## src/rtl/pc_sequencer.sv

```systemverilog
// Program counter sequencer with a circular return-address stack and target alignment.
// Optional 2-byte instruction support is enabled by defining PC_SEQUENCER_COMPRESSED_EN.
module pc_sequencer #(
    parameter int              XLEN         = 32,
    parameter logic [XLEN-1:0] RESET_VECTOR = '0,
    parameter int              RAS_DEPTH    = 4
) (
    input  logic            clk,
    input  logic            rst_n,
    input  logic            stall,
    input  logic            branch_taken,
    input  logic [XLEN-1:0] branch_target,
    input  logic            jump,
    input  logic [XLEN-1:0] jump_target,
    input  logic            call,
    input  logic            ret,
    input  logic            is_compressed,
    output logic [XLEN-1:0] pc,
    output logic [XLEN-1:0] pc_plus_inc,
    output logic            ras_empty,
    output logic            ras_full,
    output logic            misaligned
);

    localparam int PW = $clog2(RAS_DEPTH);
    localparam int CW = PW + 1;
    localparam logic [CW-1:0] DEPTH_C = CW'(RAS_DEPTH);

    logic [XLEN-1:0] inc;
    logic [XLEN-1:0] align_mask;

`ifdef PC_SEQUENCER_COMPRESSED_EN
    assign inc        = is_compressed ? XLEN'(2) : XLEN'(4);
    assign align_mask = XLEN'(1);
`else
    logic unused_compressed;
    assign unused_compressed = is_compressed;
    assign inc               = XLEN'(4);
    assign align_mask        = XLEN'(3);
`endif

    logic [XLEN-1:0] ras [RAS_DEPTH];
    logic [PW-1:0]   ptr;
    logic [PW-1:0]   top_idx;
    logic [CW-1:0]   count;
    logic [XLEN-1:0] ras_top;
    logic            redirect;
    logic [XLEN-1:0] raw_target;
    logic [XLEN-1:0] next_pc;
    logic            push;
    logic            pop;

    // ptr is the next free slot, so the top of stack sits one below it
    assign top_idx     = ptr - PW'(1);
    assign ras_top     = ras[top_idx];
    assign pc_plus_inc = pc + inc;
    assign ras_empty   = (count == '0);
    assign ras_full    = (count == DEPTH_C);

    always_comb begin
        redirect   = 1'b0;
        raw_target = '0;
        if (branch_taken) begin
            redirect   = 1'b1;
            raw_target = branch_target;
        end else if (jump && ret && !ras_empty) begin
            redirect   = 1'b1;
            raw_target = ras_top;
        end else if (jump) begin
            redirect   = 1'b1;
            raw_target = jump_target;
        end
        next_pc = redirect ? (raw_target & ~align_mask) : pc_plus_inc;
        push    = !branch_taken && jump && call;
        pop     = !branch_taken && jump && ret && !ras_empty;
    end

    always_ff @(posedge clk or negedge rst_n) begin
        if (!rst_n) begin
            pc         <= RESET_VECTOR;
            ptr        <= '0;
            count      <= '0;
            misaligned <= 1'b0;
        end else if (!stall) begin
            pc         <= next_pc;
            misaligned <= redirect && ((raw_target & align_mask) != '0);
            // call+ret together replaces the top in place, leaving ptr and count alone
            if (push && !pop) begin
                ptr <= ptr + PW'(1);
                if (count != DEPTH_C) begin
                    count <= count + CW'(1);
                end
            end else if (pop && !push) begin
                ptr   <= ptr - PW'(1);
                count <= count - CW'(1);
            end
        end
    end

    always_ff @(posedge clk) begin
        if (rst_n && !stall) begin
            if (push && pop) begin
                ras[top_idx] <= pc_plus_inc;
            end else if (push) begin
                ras[ptr] <= pc_plus_inc;
            end
        end
    end

endmodule

```

## config.mk

```make
export PLATFORM = sky130hd
export DESIGN_NAME = pc_sequencer
export DESIGN_NICKNAME = d
export VERILOG_FILES = /design/src/rtl/pc_sequencer.sv
export SDC_FILE = /design/constraint.sdc
export NUM_CORES = 1
export LEC_CHECK = 0
export BUFFER_PORTS_ARGS = -buffer_cell sky130_fd_sc_hd__buf_2
export CAP_MARGIN = 20
export CORE_ASPECT_RATIO = 1.2
export CORE_MARGIN = 2
export CORE_UTILIZATION = 56
export DETAILED_ROUTE_END_ITERATION = 7
export HOLD_SLACK_MARGIN = 0.15
export PLACE_DENSITY = 0.88
export SLEW_MARGIN = 30
export SYNTH_ARGS = -nofsm -noshare
export SYNTH_HDL_FRONTEND = slang
export SYNTH_SLANG_ARGS = --single-unit
```

## constraint.sdc

```tcl
create_clock -name clk -period 5.45 [get_ports clk]
set_clock_uncertainty 0.15 [all_clocks]
set_input_delay 0.8175 -clock clk [delete_from_list [all_inputs] [get_ports clk]]
set_output_delay 0.8175 -clock clk [all_outputs]
set_load 0.005 [all_outputs]
```

==> tab_implementation.tex <==
\begin{tabular}{lr}
\hline
Metric & Value \\
\hline
\multicolumn{2}{l}{\textbf{Synth}} \\
Number of synthesized flops with an enable pin & 120 \\
Number of warnings reported in the yosys synthesis log & 0 \\
FF+latch count, synth & 156 \\
XOR/XNOR Fraction of Synth Area & 3.79\% \\
Mapped Area & 0.00763 sq mm \\
Share of the yosys chip area belonging to registers & 59.1\% \\
Post-synth top flop & sky130\_fd\_sc\_hd\_\_edfxtp\_1 \\
Share of the synthesized area in compound gates (AO/OA/AOI/OAI) & 13.8\% \\
Gate count of the mapped netlist & 542 \\
Dominant combinational cell family by area after synthesis & compound AO/OA/AOI/OAI gates \\
Distinct cell type count after synthesis & 67 \\
Portion of netlist area occupied by mux cells & 10.1\% \\
Share of synthesized flip-flops with an asynchronous set or reset & 23.1\% \\
Syn\_area\_per\_cell & 14.1 sq um \\
Synth Area in Adders & 0.820\% \\
Synth Area in Simple Gates & 7.73\% \\
\multicolumn{2}{l}{\textbf{Drt}} \\
Number of DRC markers after the initial detailed-route iteration & 656 \\
Iteration count of the initial detailed-routing pass & 5 \\
Average routed wire per standard cell & 24.8 um \\
Via density per instance & 6.67 \\
Number of vias after detailed routing & 5,633 \\
Routed Antenna Nets & 0 \\
DRC errors left & 0 \\
Total detailed-routing wirelength & 21,000 um \\
\multicolumn{2}{l}{\textbf{STA}} \\
Total negative setup slack & 0 ps \\
Final critical-path share of the clock period & 75.2\% \\
Fmax & 244 MHz \\
Slew Viols, Final & 0 \\
Time the final worst path needs with I/O delays and setup & 4100 ps \\
Unrepaired setup endpoints after global routing & no \\
Transition time of the tightest slew-check pin & 913 ps \\
Number of failing hold endpoints at the final stage & 0 \\
Worst-case setup margin in the final layout & 1350 ps \\
Total setup violations reported at the end of the flow & 0 \\
Worst slew margin relative to its limit & 39.0\% \\
\multicolumn{2}{l}{\textbf{Power}} \\
Largest vdd supply drop & 0.000292 V \\
Total power divided by cell area & 416 mW/mm\^{}2 \\
Sw frac & 29.1\% \\
Part of the power in combinational logic & 23.7\% \\
Clock Power Share & 34.3\% \\
Net Switching & 1090 uW \\
Leakage power figure & 0.00345 uW \\
Flop pwr share & 42.0\% \\
Cell internal power dissipation & 2650 uW \\
\multicolumn{2}{l}{\textbf{Worst setup path}} \\
Highest net fanout along the worst path & 14 \\
Setup slack, reg-to-reg & 2330 ps \\
CP endpoint kind & primary output \\
Data arrival time of the critical path & 3130 ps \\
Data required, critical path & 4480 ps \\
Worst r2r path cells & 8 \\
Worst R2R End & ras[1][27] \\
Crit path launch type & register \\
Launch point of the worst path & pc[2] \\
Worst setup path category & reg -> out \\
Critical register-to-register path startpoint & count[1] \\
\multicolumn{2}{l}{\textbf{Floorplanning}} \\
Placeable core region & 0.0132 sq mm \\
Area enclosed by the die boundary & 0.0146 sq mm \\
Floorplan row count & 46 \\
Chip Height & 132 um \\
Starting density of the core & 57.6\% \\
Top-Level Pins & 139 \\
Die outline width & 111 um \\
\multicolumn{2}{l}{\textbf{Cells and area}} \\
Fillers & 885 \\
Most common cell after layout, fill and taps aside & sky130\_fd\_sc\_hd\_\_buf\_2 \\
Area grow syn2layout & 18.0\% \\
Proportion of layout cells with a drive suffix above 1 & 34.6\% \\
Finished layout cell area & 0.00900 sq mm \\
Total Nets Final & 741 \\
Antenna cells & 0 \\
Commonest cells after routing, fill and taps aside & sky130\_fd\_sc\_hd\_\_buf\_2, sky130\_fd\_sc\_hd\_\_edfxtp\_1, sky130\_fd\_sc\_hd\_\_dfrtp\_1 \\
\multicolumn{2}{l}{\textbf{Global routing}} \\
Vias in the first global route & 5,821 \\
Global-route wire length before repair & 32,500 um \\
Overall track demand over capacity in global routing & 29.2\% \\
Met2 usage & 49.5\% \\
Pin count of the biggest net entering global routing & 65 \\
Residual overflow from global routing & 0 \\
Grt met3 use & 6.67\% \\
Highest-utilization routing layer at the global route stage & met2 \\
Fraction of met1 tracks used by global routing & 36.0\% \\
Number of antenna violations at the first check in global routing & 0 \\
\multicolumn{2}{l}{\textbf{Placed design}} \\
HPWL after DPL & 12,900 um \\
Total of buffers placed on input and output ports & 133 \\
Pre-CTS worst setup slack & 1520 ps \\
RD Place Congestion & 0.802 \\
Placed Instance Area & 0.00836 sq mm \\
\multicolumn{2}{l}{\textbf{Clocking}} \\
Buffer count from post-CTS setup fixing & 0 \\
Post-cts sizing count & 0 \\
Clock tree root driver cell & sky130\_fd\_sc\_hd\_\_clkbuf\_16 \\
CTS Hold Bufs & 0 \\
CTS tree & yes \\
Total CTS buffers & 17 \\
Clock edge transition at the registers on the reported setup and hold paths & 60 ps \\
Htree depth & 4 \\
Worst skew pair latency & 430 ps \\
Clock sink count & 156 \\
Max clock buf depth & 2 \\
\multicolumn{2}{l}{\textbf{Worst hold path}} \\
Class of the worst hold path & in -> async \\
\multicolumn{2}{l}{\textbf{Run}} \\
Max capacitance violation total & 0 \\
\multicolumn{2}{l}{\textbf{Status}} \\
Result of the run & complete, no violations \\
\hline
\end{tabular}
-- sequential cells by signal, summed over array words and instances (netlist names) --
signal,flops
ptr,2
pc,30
ras,120
misaligned,1
count,3
-- cell families after synthesis --
family          after synthesis
compound gates              139
xor+xnor                     33
fa+ha+maj                     5
buf+inv                      66
flops                       156
mux                          39
other cells                   1
simple gates                103
-- how the worst max path moves through the flow --
stage	slack, ps	depth (start not counted)	endpoint
global route	1230	6	pc_plus_inc[28]
floorplan	780	7	ras[0][10]
detailed placement	1520	8	ras[0][25]
global placement	1590	9	ras[1][18]
finish	1350	6	pc_plus_inc[28]
CTS	1460	6	pc_plus_inc[28]
-- stage by stage --
stage	instances	hold slack (ps)	total power, uW	util, %
6_report	845	252	3740	68.0
5_1_grt	845	277	3870	68.0
4_1_cts	845	257	3730	68.0
3_5_place_dp	813	318	2460	63.2
3_3_place_gp	813	313	2410	63.1
2_1_floorplan	545	327	2180	-
-- cell type report --
type | count | area, sq um | share of cell area, %
clock buffers | 19 | 443 | 4.92
inverters | 24 | 90.1 | 1.00
clock inverters | 13 | 198 | 2.20
well taps | 168 | 210 | 2.34
repair buffers | 142 | 736 | 8.17
flip-flops and latches | 156 | 4510 | 50.1
multi-input cells | 323 | 2820 | 31.3
-- cell usage after synthesis (all sizes together) (5+ instances only) --
cell type | number | area share (%)
a221o | 6 | 0.79
a2bb2oi | 8 | 0.92
o21ai | 18 | 1.2
nand2 | 27 | 1.4
inv | 24 | 1.2
a221oi | 9 | 1.4
a31oi | 12 | 0.98
xnor2 | 30 | 3.4
nand4 | 11 | 1.1
mux4 | 30 | 8.9
nand3 | 17 | 1.3
clkbuf | 12 | 0.59
nor2 | 17 | 0.94
a22oi | 8 | 1.1
ha | 5 | 0.82
and3 | 6 | 0.49
buf | 30 | 2.8
dfrtp | 36 | 12
o22a | 5 | 0.57
nand3b | 5 | 0.49
mux2i | 5 | 0.66
edfxtp | 120 | 47
a21oi | 29 | 1.9
a21o | 14 | 1.4
-- power by group through the flow --
stage,logic (uW),registers (uW),clock network [uW]
global placement,839,1580,0
detailed placement,868,1590,0
CTS,883,1570,1280
floorplan,672,1510,0
finish,885,1570,1280
global route,947,1590,1330
-- critical path, cell delays in order, from the launching register on --
cell and delay, ps:
sky130_fd_sc_hd__dfrtp_1 510, sky130_fd_sc_hd__ha_1 260, sky130_fd_sc_hd__nand3_1 240, sky130_fd_sc_hd__nor3_4 640
sky130_fd_sc_hd__nand3_1 260, sky130_fd_sc_hd__xnor2_1 560, sky130_fd_sc_hd__buf_2 220
-- per-layer routing --
metal	share of wire, %	wire length, um	vias up
li1	-	-	2359
met1	35	7290	2771
met2	51	10700	433
met3	10	2170	70
met4	3.7	777	0
met5	0	0	-
(Power assumes the default switching activity.)
